## src/rtl/jesd_rx_pkg.sv

```systemverilog
//==============================================================================
// Module      : jesd_rx_pkg
// Description : Shared state encodings and control-character constants for
//               the JESD204B receive link controller.
// Revision    : 1.0 - initial release
//==============================================================================
`default_nettype none

package jesd_rx_pkg;

    typedef enum logic [1:0] {
        CS_INIT  = 2'd0,
        CS_CHECK = 2'd1,
        CS_DATA  = 2'd2
    } cgs_state_t;

    typedef enum logic [2:0] {
        L_SYNC      = 3'd0,
        L_WAIT_LMFC = 3'd1,
        L_WAIT_ILA  = 3'd2,
        L_ILA       = 3'd3,
        L_DATA      = 3'd4
    } link_state_t;

    localparam logic [7:0] c_K_OCTET = 8'hBC;
    localparam logic [7:0] c_R_OCTET = 8'h1C;
    localparam logic [7:0] c_A_OCTET = 8'h7C;

    localparam logic [2:0] c_HOLD_FRAMES = 3'd5;
    localparam logic [3:0] c_HOLD_CYCLES = 4'd9;

    localparam logic [2:0] c_CGS_K_NEEDED    = 3'd4;
    localparam logic [1:0] c_CGS_ERR_LIMIT   = 2'd3;
    localparam logic [2:0] c_CGS_GOOD_NEEDED = 3'd4;

    // True for an error-free valid control character matching code.
    function automatic logic is_ctrl(input logic       valid,
                                     input logic       is_k,
                                     input logic       err,
                                     input logic [7:0] octet,
                                     input logic [7:0] code);
        return valid && is_k && !err && (octet == code);
    endfunction

endpackage

`default_nettype wire

```

## src/rtl/rx_cgs_fsm.sv

```systemverilog
//==============================================================================
// Module      : rx_cgs_fsm
// Description : Code group synchronization state machine with K, error and
//               good-octet counters plus a saturating resync counter.
// Revision    : 1.0 - initial release
//==============================================================================
`default_nettype none

module rx_cgs_fsm
    import jesd_rx_pkg::*;
(
    input  logic       clk,
    input  logic       rst_n,
    input  logic       i_octet_valid,
    input  logic [7:0] i_octet,
    input  logic       i_is_k,
    input  logic       i_disp_err,
    input  logic       i_nit_err,
    input  logic       i_sync_request,
    output cgs_state_t o_state,
    output cgs_state_t o_state_next,
    output logic [7:0] o_resync_cnt
);

    cgs_state_t r_state;
    cgs_state_t w_state_nx;
    logic [2:0] r_kcnt;
    logic [2:0] w_kcnt_nx;
    logic [1:0] r_icnt;
    logic [1:0] w_icnt_nx;
    logic [2:0] r_vcnt;
    logic [2:0] w_vcnt_nx;
    logic [7:0] r_resync;
    logic [7:0] w_resync_nx;
    logic       w_err;
    logic       w_kchar;

    assign w_err   = i_octet_valid && (i_disp_err || i_nit_err);
    assign w_kchar = is_ctrl(i_octet_valid, i_is_k, w_err, i_octet, c_K_OCTET);

    always_ff @(posedge clk or negedge rst_n) begin
        if (!rst_n) begin
            r_state  <= CS_INIT;
            r_kcnt   <= 3'd0;
            r_icnt   <= 2'd0;
            r_vcnt   <= 3'd0;
            r_resync <= 8'd0;
        end else begin
            r_state  <= w_state_nx;
            r_kcnt   <= w_kcnt_nx;
            r_icnt   <= w_icnt_nx;
            r_vcnt   <= w_vcnt_nx;
            r_resync <= w_resync_nx;
        end
    end

    always_comb begin
        w_state_nx  = r_state;
        w_kcnt_nx   = r_kcnt;
        w_icnt_nx   = r_icnt;
        w_vcnt_nx   = r_vcnt;
        w_resync_nx = r_resync;
        if (i_sync_request) begin
            w_state_nx = CS_INIT;
            w_kcnt_nx  = 3'd0;
            w_icnt_nx  = 2'd0;
            w_vcnt_nx  = 3'd0;
        end else if (i_octet_valid) begin
            case (r_state)
                CS_INIT: begin
                    if (w_kchar) begin
                        if (r_kcnt + 3'd1 == c_CGS_K_NEEDED) begin
                            w_state_nx = CS_DATA;
                            w_kcnt_nx  = 3'd0;
                        end else begin
                            w_kcnt_nx = r_kcnt + 3'd1;
                        end
                    end else begin
                        w_kcnt_nx = 3'd0;
                    end
                end
                CS_DATA: begin
                    if (w_err) begin
                        w_state_nx = CS_CHECK;
                        w_icnt_nx  = 2'd1;
                        w_vcnt_nx  = 3'd0;
                    end
                end
                CS_CHECK: begin
                    if (w_err) begin
                        w_vcnt_nx = 3'd0;
                        if (r_icnt + 2'd1 == c_CGS_ERR_LIMIT) begin
                            w_state_nx = CS_INIT;
                            w_icnt_nx  = 2'd0;
                            w_kcnt_nx  = 3'd0;
                            if (r_resync != 8'hFF) begin
                                w_resync_nx = r_resync + 8'd1;
                            end
                        end else begin
                            w_icnt_nx = r_icnt + 2'd1;
                        end
                    end else if (r_vcnt + 3'd1 == c_CGS_GOOD_NEEDED) begin
                        // A full run of good octets forgives one error.
                        w_vcnt_nx = 3'd0;
                        w_icnt_nx = r_icnt - 2'd1;
                        if (r_icnt == 2'd1) begin
                            w_state_nx = CS_DATA;
                        end
                    end else begin
                        w_vcnt_nx = r_vcnt + 3'd1;
                    end
                end
                default: begin
                    w_state_nx = CS_INIT;
                    w_kcnt_nx  = 3'd0;
                    w_icnt_nx  = 2'd0;
                    w_vcnt_nx  = 3'd0;
                end
            endcase
        end
    end

    assign o_state      = r_state;
    assign o_state_next = w_state_nx;
    assign o_resync_cnt = r_resync;

endmodule

`default_nettype wire

```

## src/rtl/rx_control.sv

```systemverilog
//==============================================================================
// Module      : rx_control
// Description : JESD204B receive link controller: CGS, SYNC~ hold/release on
//               LMFC, ILA tracking and user-data phase indication.
// Revision    : 1.0 - initial release
//==============================================================================
`default_nettype none

module rx_control
    import jesd_rx_pkg::*;
(
    input  logic       clk,
    input  logic       rst_n,
    input  logic       frame_clk,
    input  logic       lmfc_clk,
    input  logic       i_octet_valid,
    input  logic [7:0] i_octet,
    input  logic       i_is_k,
    input  logic       i_disp_err,
    input  logic       i_nit_err,
    input  logic       i_sync_request,
    input  logic [7:0] i_ila_multiframe_length,
    output logic       o_sync_n,
    output logic [1:0] o_cgs_state,
    output logic       o_ila_start,
    output logic       o_data_phase,
    output logic [7:0] o_resync_cnt
);

    cgs_state_t  w_cgs_state;
    cgs_state_t  w_cgs_next;
    link_state_t r_link;
    link_state_t w_link_nx;
    logic [2:0]  r_hfr;
    logic [2:0]  w_hfr_nx;
    logic [3:0]  r_hcyc;
    logic [3:0]  w_hcyc_nx;
    logic [8:0]  r_acnt;
    logic [8:0]  w_acnt_nx;
    logic        w_ila_start_nx;
    logic        r_sync_n;
    logic        r_ila_start;
    logic        r_data_phase;
    logic        w_err;
    logic        w_is_r;
    logic        w_is_a;
    logic        w_resync;

    rx_cgs_fsm u_cgs (
        .clk            (clk),
        .rst_n          (rst_n),
        .i_octet_valid  (i_octet_valid),
        .i_octet        (i_octet),
        .i_is_k         (i_is_k),
        .i_disp_err     (i_disp_err),
        .i_nit_err      (i_nit_err),
        .i_sync_request (i_sync_request),
        .o_state        (w_cgs_state),
        .o_state_next   (w_cgs_next),
        .o_resync_cnt   (o_resync_cnt)
    );

    assign w_err    = i_disp_err || i_nit_err;
    assign w_is_r   = is_ctrl(i_octet_valid, i_is_k, w_err, i_octet, c_R_OCTET);
    assign w_is_a   = is_ctrl(i_octet_valid, i_is_k, w_err, i_octet, c_A_OCTET);
    // Looking at the CGS next state keeps SYNC~ in step with the CGS register.
    assign w_resync = i_sync_request || (w_cgs_next == CS_INIT);

    always_ff @(posedge clk or negedge rst_n) begin
        if (!rst_n) begin
            r_link       <= L_SYNC;
            r_hfr        <= 3'd0;
            r_hcyc       <= 4'd0;
            r_acnt       <= 9'd0;
            r_sync_n     <= 1'b0;
            r_ila_start  <= 1'b0;
            r_data_phase <= 1'b0;
        end else begin
            r_link       <= w_link_nx;
            r_hfr        <= w_hfr_nx;
            r_hcyc       <= w_hcyc_nx;
            r_acnt       <= w_acnt_nx;
            r_sync_n     <= (w_link_nx == L_WAIT_ILA) || (w_link_nx == L_ILA) ||
                            (w_link_nx == L_DATA);
            r_ila_start  <= w_ila_start_nx;
            r_data_phase <= (w_link_nx == L_DATA);
        end
    end

    always_comb begin
        w_link_nx      = r_link;
        w_hfr_nx       = r_hfr;
        w_hcyc_nx      = r_hcyc;
        w_acnt_nx      = r_acnt;
        w_ila_start_nx = 1'b0;
        if (w_resync) begin
            w_link_nx = L_SYNC;
            w_hfr_nx  = 3'd0;
            w_hcyc_nx = 4'd0;
            w_acnt_nx = 9'd0;
        end else begin
            case (r_link)
                L_SYNC: begin
                    if (frame_clk && (r_hfr != c_HOLD_FRAMES)) begin
                        w_hfr_nx = r_hfr + 3'd1;
                    end
                    if (r_hcyc != c_HOLD_CYCLES) begin
                        w_hcyc_nx = r_hcyc + 4'd1;
                    end
                    if ((w_cgs_next == CS_DATA) && (r_hfr == c_HOLD_FRAMES) &&
                        (r_hcyc == c_HOLD_CYCLES)) begin
                        w_link_nx = L_WAIT_LMFC;
                    end
                end
                L_WAIT_LMFC: begin
                    if (lmfc_clk) begin
                        w_link_nx = L_WAIT_ILA;
                    end
                end
                L_WAIT_ILA: begin
                    if (w_is_r) begin
                        w_link_nx      = L_ILA;
                        w_ila_start_nx = 1'b1;
                        w_acnt_nx      = 9'd0;
                    end
                end
                L_ILA: begin
                    if (w_is_a) begin
                        w_acnt_nx = r_acnt + 9'd1;
                        // The incremented count equals length+1 exactly here.
                        if (r_acnt == {1'b0, i_ila_multiframe_length}) begin
                            w_link_nx = L_DATA;
                        end
                    end
                end
                L_DATA: begin
                    w_link_nx = L_DATA;
                end
                default: begin
                    w_link_nx = L_SYNC;
                end
            endcase
        end
    end

    assign o_sync_n     = r_sync_n;
    assign o_cgs_state  = w_cgs_state;
    assign o_ila_start  = r_ila_start;
    assign o_data_phase = r_data_phase;

endmodule

`default_nettype wire

```

## config.mk

```make
export PLATFORM = sky130hd
export DESIGN_NAME = rx_control
export DESIGN_NICKNAME = d
export VERILOG_FILES = /design/src/rtl/jesd_rx_pkg.sv /design/src/rtl/rx_cgs_fsm.sv /design/src/rtl/rx_control.sv
export SDC_FILE = /design/constraint.sdc
export NUM_CORES = 1
export LEC_CHECK = 0
export BUFFER_PORTS_ARGS = -buffer_cell sky130_fd_sc_hd__clkbuf_2
export CAP_MARGIN = 20
export CORE_MARGIN = 2
export CORE_UTILIZATION = 45
export DETAILED_ROUTE_END_ITERATION = 10
export GPL_ROUTABILITY_DRIVEN = 0
export GPL_TIMING_DRIVEN = 0
export PLACE_DENSITY = 0.65
export SYNTH_ARGS = -nofsm -noshare
export SYNTH_HDL_FRONTEND = slang
export SYNTH_HIERARCHICAL = 1
export SYNTH_SLANG_ARGS = --single-unit
```

## constraint.sdc

```tcl
create_clock -name clk -period 3.7 [get_ports clk]
set_clock_uncertainty 0.2 [all_clocks]
set_input_delay 0.555 -clock clk [delete_from_list [all_inputs] [get_ports clk]]
set_output_delay 0.555 -clock clk [all_outputs]
set_load 0.005 [all_outputs]
```

==> flow_metrics.py, run 1 <==
metrics = {
    "run_status": {
        "outcome": "finished, final reports clean",
    },
    "floorplanning": {
        "design.core.area_um2": 5610,
        "rows": 27,
        "fp.dieArea_um2": 6530,
        "initial_core_util": 0.473,
        "die_x_um": 80.8,
        "ioPinCount": 38,
        "die_h_um": 80.8,
    },
    "grt": {
        "grt_pass1_wl_um": 9990,
        "grt_start_max_net_pins": 41,
        "overflow": 0,
        "grt_pass1_vias": 2123,
        "grt_usage": 0.193,
        "antenna_found_initial": 0,
    },
    "clock_tree": {
        "clockBufferDepth": 2,
        "hold_buffers": 0,
        "clkLatencyLatePin_ps": 290,
        "h-tree-depth": 2,
        "cts_tree": "yes",
        "cts_buffers": 5,
        "cts_resized": 0,
        "cts.sinks": 40,
        "post_cts_buffers": 0,
        "clkSlewWorstSetupHoldPaths_ps": 80,
        "cts_root_buf": "clkbuf_8",
    },
    "synthesis": {
        "synth_nets": 310,
        "synth_largest_area_cell": "dfrtp_1",
        "synth_cell_types": 66,
        "netlist_instances": 267,
        "synth_flop_cell": "dfrtp_1",
        "ys_seq_area_frac": 0.377,
        "yosysWarningCount": 6,
        "synth_top_area_frac": 0.377,
        "synth_edf_count": 0,
        "synth_seq_cells": 40,
        "synthTopCellsByArea": "dfrtp_1 38%, ha_1 8.5%, xor2_1 4.9%",
        "async_reset_ff_frac": 1.00,
        "netlist_area_um2": 2660,
        "syn_avg_cell_area_um2": 9.94,
    },
    "setup_path": {
        "critPathArrivalTime_ps": 3100,
        "crit_path_cell_trace": "ha_1 -> xor2_1 -> nand4_1 -> and3_1 -> o41a_1 -> nor2_1 -> or2_2 -> clkbuf_1 -> clkbuf_1 -> nor2_1",
        "crit_slowest_cell": "o41a_1",
        "critPathKind": "reg2reg",
        "cp.required_ps": 3660,
        "critPathCaptureType": "register",
        "path_max_fanout": 10,
        "cp-start-kind": "register",
        "max_stage_delay_ps": 430,
    },
    "routing": {
        "wire_per_inst_um": 15.1,
        "num_vias": 2192,
        "drc": 0,
        "first_pass_iters": 4,
        "via_per_inst": 5.68,
        "finalWirelength_um": 5830,
        "drt_iter0_drc": 127,
        "antenna_left": 0,
    },
    "pwr": {
        "p_sw_mw": 0.190,
        "switching_share": 0.237,
        "ir_worst_vdd_uv": 266,
        "power_density_nw_per_um2": 262,
        "p_seq_frac": 0.545,
        "p_int_mw": 0.611,
        "power.share.clock": 0.385,
        "p_comb_frac": 0.070,
        "p_leak_nw": 1.34,
    },
    "timing": {
        "worst_pin_slew_ps": 1010,
        "slew_headroom": 0.321,
        "tns_ps": 0,
        "rsz0062_at_grt": "false",
        "setup_viol": 0,
        "layout_min_cycle_time_ps": 3140,
        "final_hold_viol_count": 0,
        "max_freq_ghz": 0.318,
        "fin_crit_sh": 0.850,
        "drv_slew": 0,
        "hold_slack_ps": 293,
    },
    "cells_and_area": {
        "final_common_cell": "dfrtp_1",
        "syn_to_final_growth_pct": 15.1,
        "seqCellArea_um2": 1000,
        "antennaDiodeCount": 0,
        "drive_above_1_share": 0.242,
        "fillers": 550,
        "final_cell_mix": "40 x dfrtp_1, 37 x clkbuf_2, 19 x nand2_1",
        "multi_input_area_um2": 1560,
        "layout.nets": 356,
    },
    "placed_design": {
        "hpwl_um": 4350,
        "io_buffer_count": 37,
    },
    "min_path": {
        "hold_class": "reg2reg",
    },
    "run": {
        "max_cap_violations": 0,
    },
}
metal layers:
metal	vias up	GRT usage	wire length, um
met3	5	0.0278	217
li1	1094	-	-
met2	44	0.323	2820
met5	-	0	0
met4	0	0.0441	43
met1	1049	0.267	2750
layout make-up:
| cell class | instances | area share |
|---|---|---|
| Sequential cell | 40 | 0.327 |
| Buffer | 8 | 0.0176 |
| Clock inverter | 2 | 0.00450 |
| Inverter | 11 | 0.0135 |
| Multi-Input combinational cell | 208 | 0.510 |
| Clock buffer | 6 | 0.0270 |
| Timing Repair Buffer | 39 | 0.0704 |
| Tap cell | 72 | 0.0295 |
cells by family after synthesis:
group	count (synthesis)	share of synthesized area
muxes	2	0.00801
AOI/OAI and AO/OA	59	0.188
DFF	40	0.377
buffers and inverters	19	0.0358
xor gates and xnor gates	22	0.0726
adders and majority gates	18	0.0848
and+or+nand+nor	107	0.234
power by group through the flow:
stage | sequential (mW) | combinational (mW) | clock [mW]
3_3_place_gp | 0.445 | 0.0531 | 0
6_report | 0.437 | 0.0562 | 0.309
5_1_grt | 0.437 | 0.0623 | 0.343
3_5_place_dp | 0.445 | 0.0535 | 0
2_1_floorplan | 0.446 | 0.0212 | 0
4_1_cts | 0.437 | 0.0536 | 0.325
metrics by stage:
stage,cells,util,area [um^2],power (mW),setup slack [ps]
after floorplan,267,-,2660,0.467,1060
after global placement,376,0.523,2930,0.499,428
after detailed placement,376,0.523,2930,0.499,442
after CTS,384,0.540,3030,0.816,547
after global routing,386,0.545,3060,0.842,273
final,386,0.545,3060,0.802,555
final timing paths:
path	from	depth (start not counted)	slack (ps)	end
max	u_cgs/r_vcnt[0]	10	560	r_hcyc[0]
min	u_cgs/o_resync_cnt[6]	1	290	u_cgs/o_resync_cnt[6]
max reg2reg	u_cgs/r_vcnt[0]	10	560	r_hcyc[0]
min reg2reg	u_cgs/o_resync_cnt[6]	1	290	u_cgs/o_resync_cnt[6]
max in group asynchronous	rst_n	3	2320	r_hcyc[3]
min in group asynchronous	rst_n	2	500	u_cgs/o_resync_cnt[5]
state kept, by name, indices dropped and copies added (netlist names):
register	count
r_hfr	3
u_cgs/r_vcnt	3
u_cgs/o_state	2
o_sync_n	1
u_cgs/r_icnt	2
u_cgs/r_kcnt	3
r_link	3
r_hcyc	4
r_acnt	9
o_data_phase	1
u_cgs/o_resync_cnt	8
o_ila_start	1
critical path: cells and delay by family (launching register included):
family | cells | cell delay [ps]
AO/OA/AOI/OAI | 1 | 430
XOR/XNOR | 1 | 270
adder cells (fa/ha/maj) | 1 | 250
buffers and inverters | 2 | 700
flip-flops | 1 | 410
AND/OR/NAND/NOR | 5 | 760
synth_stat cells, drive strengths merged (2+ instances only):
| cell | n |
|---|---|
| dfrtp | 40 |
| nand2 | 19 |
| ha | 18 |
| nor2 | 16 |
| xor2 | 15 |
| inv | 11 |
| nand4 | 11 |
| o21ai | 11 |
| nand3 | 10 |
| nor4 | 8 |
| a21oi | 7 |
| and3 | 7 |
| xnor2 | 7 |
| nand2b | 5 |
| nor3 | 5 |
| o221a | 5 |
| or2 | 5 |
| a31oi | 4 |
| buf | 4 |
| clkbuf | 4 |
| nand3b | 3 |
| o22ai | 3 |
| o2bb2ai | 3 |
| a211oi | 2 |
| a21bo | 2 |
| a21o | 2 |
| a32o | 2 |
| and4 | 2 |
| and4bb | 2 |
| nor4b | 2 |
| o211ai | 2 |
| o21a | 2 |
| o41ai | 2 |
| or3b | 2 |
| or4 | 2 |
No activity file was read; power rests on OpenSTA's default activity.
==> inputs of run 2 (changes only) <==
--- a/config.mk
+++ b/config.mk
@@ -12,7 +12,7 @@
 export DETAILED_ROUTE_END_ITERATION = 10
 export GPL_ROUTABILITY_DRIVEN = 0
 export GPL_TIMING_DRIVEN = 0
-export PLACE_DENSITY = 0.65
+export PLACE_DENSITY = 0.68
 export SYNTH_ARGS = -nofsm -noshare
 export SYNTH_HDL_FRONTEND = slang
 export SYNTH_HIERARCHICAL = 1
==> constraint.sdc (replaced) <==
create_clock -name clk -period 2.8 [get_ports clk]
set_clock_uncertainty 0.2 [all_clocks]
set_input_delay 0.42 -clock clk [delete_from_list [all_inputs] [get_ports clk]]
set_output_delay 0.42 -clock clk [all_outputs]
set_load 0.005 [all_outputs]
==> flow_metrics.py, run 2 (synthesis gave the netlist of run 1 again) <==
metrics = {
    "run_status": {
        "outcome": "finished, final reports clean",
    },
    "cells_and_area": {
        "fillers": 542,
        "syn_to_final_growth_pct": 18.5,
        "stdcell_count": 388,
        "final_cell_mix": "40 x dfrtp_1, 37 x clkbuf_2, 19 x nand2_1",
        "final_common_cell": "dfrtp_1",
        "largest_reg_flops": 9,
        "utilization": 0.561,
        "drive_above_1_share": 0.275,
        "final_area_um2": 3150,
        "regMostFlops": "r_acnt",
        "layout.nets": 358,
        "antennaDiodeCount": 0,
    },
    "clock_tree": {
        "cts_root_buf": "clkbuf_8",
        "cts.sinks": 40,
        "h-tree-depth": 2,
        "clkLatencyLatePin_ps": 290,
        "cts_buffers": 5,
        "clockBufferDepth": 2,
        "clkSlewWorstSetupHoldPaths_ps": 90,
        "cts_tree": "yes",
    },
    "timing": {
        "tns_ps": 0,
        "setup_slack_ps": 195,
        "slew_headroom": 0.265,
        "layout_min_cycle_time_ps": 2600,
        "drv_slew": 0,
        "setup_viol": 0,
        "worst_pin_slew_ps": 1090,
        "max_freq_ghz": 0.384,
        "hold_slack_ps": 257,
        "rsz0062_at_grt": "false",
        "final_hold_viol_count": 0,
        "fin_crit_sh": 0.930,
    },
    "pwr": {
        "power_density_nw_per_um2": 359,
        "p_total_mw": 1.13,
        "ir_worst_vdd_uv": 260,
        "p_leak_nw": 1.40,
    },
    "floorplanning": {
        "die_x_um": 80.8,
        "design.core.area_um2": 5610,
        "initial_core_util": 0.473,
        "fp.dieArea_um2": 6530,
        "die_h_um": 80.8,
        "ioPinCount": 38,
        "rows": 27,
    },
    "setup_path": {
        "crit_path_cell_trace": "ha_1 -> xnor2_1 -> nor2_1 -> a31oi_1 -> o41a_1 -> nand2b_4 -> o41ai_4 -> a22oi_2 -> o32ai_2",
        "critPathCaptureType": "register",
        "critical_path_buf_inv_count": 0,
        "reg2reg_depth": 9,
        "max_stage_delay_ps": 460,
        "critPathKind": "reg2reg",
        "cp-start-kind": "register",
        "path_max_fanout": 4,
        "cp.required_ps": 2790,
        "crit_slowest_cell": "o41a_1",
        "cpLargestDelayFamily": "compound AO/OA/AOI/OAI gates",
        "worst-path-stages": 9,
        "critPathArrivalTime_ps": 2600,
    },
    "min_path": {
        "holdPathStages": 4,
        "hold_class": "in2reg",
    },
    "grt": {
        "grt_usage": 0.191,
        "grt_pass1_wl_um": 9810,
        "grt_pass1_vias": 2095,
        "grt_start_max_net_pins": 41,
        "overflow": 0,
        "antenna_found_initial": 0,
    },
    "routing": {
        "wire_per_inst_um": 14.8,
        "drt_iter0_drc": 127,
        "via_per_inst": 5.78,
        "num_vias": 2243,
        "drc": 0,
        "finalWirelength_um": 5740,
        "antenna_left": 0,
        "first_pass_iters": 4,
    },
    "placed_design": {
        "dp_cells": 376,
        "hpwl_um": 4270,
        "io_buffer_count": 37,
        "post-place-ws_ps": -316,
        "detailed_place.area_um2": 2930,
    },
    "run": {
        "max_cap_violations": 0,
    },
}
run 2: layer usage:
| metal | part of all wire | track usage |
|---|---|---|
| met4 | 0.018 | 0.0559 |
| met2 | 0.46 | 0.304 |
| met3 | 0.040 | 0.0367 |
| met5 | 0 | 0 |
| met1 | 0.48 | 0.265 |
run 2: worst paths after layout:
path | endpoint | start | slack, ps
worst max-delay path | r_link[0] | u_cgs/r_kcnt[0] | 200
worst min-delay path | r_hfr[2] | frame_clk | 260
worst max register to register | r_link[0] | u_cgs/r_kcnt[0] | 200
worst min register to register | u_cgs/o_resync_cnt[6] | u_cgs/o_resync_cnt[6] | 300
max in group asynchronous | r_link[0] | rst_n | 1520
min in group asynchronous | u_cgs/r_vcnt[1] | rst_n | 400
run 2: timing repair:
action                                 in CTS  in global routing
gates cloned                                0                  0
pin swaps                                   0                  7
endpoints found under the hold margin       0                 15
setup endpoints to repair                  15                 13
gates resized for setup                     3                  7
setup buffers                               0                  3
hold buffers                                0                  1
run 2: worst reg2reg max path, delay by kind of cell, from the launching register on:
family | cells | cell delay, ps
XOR/XNOR | 1 | 120
AND/OR/NAND/NOR | 2 | 330
flip-flops | 1 | 420
adder cells (fa/ha/maj) | 1 | 240
AO/OA/AOI/OAI | 5 | 1190
run 2: final cells by class:
cell class                      count  area [um^2]  area share
Buffer                              7         53.8      0.0171
Clock buffer                        5         68.8      0.0219
Clock inverter                      3         42.5      0.0135
Inverter                           11         41.3      0.0131
Multi-Input combinational cell    208         1610       0.512
Sequential cell                    40         1000       0.318
Tap cell                           72         90.1      0.0286
Timing Repair Buffer               42          238      0.0756
run 2: power breakdown:
group | switching (mW) | internal (mW)
Combinational | 0.0442 | 0.0295
Sequential | 0.00000687 | 0.577
Clock | 0.214 | 0.264
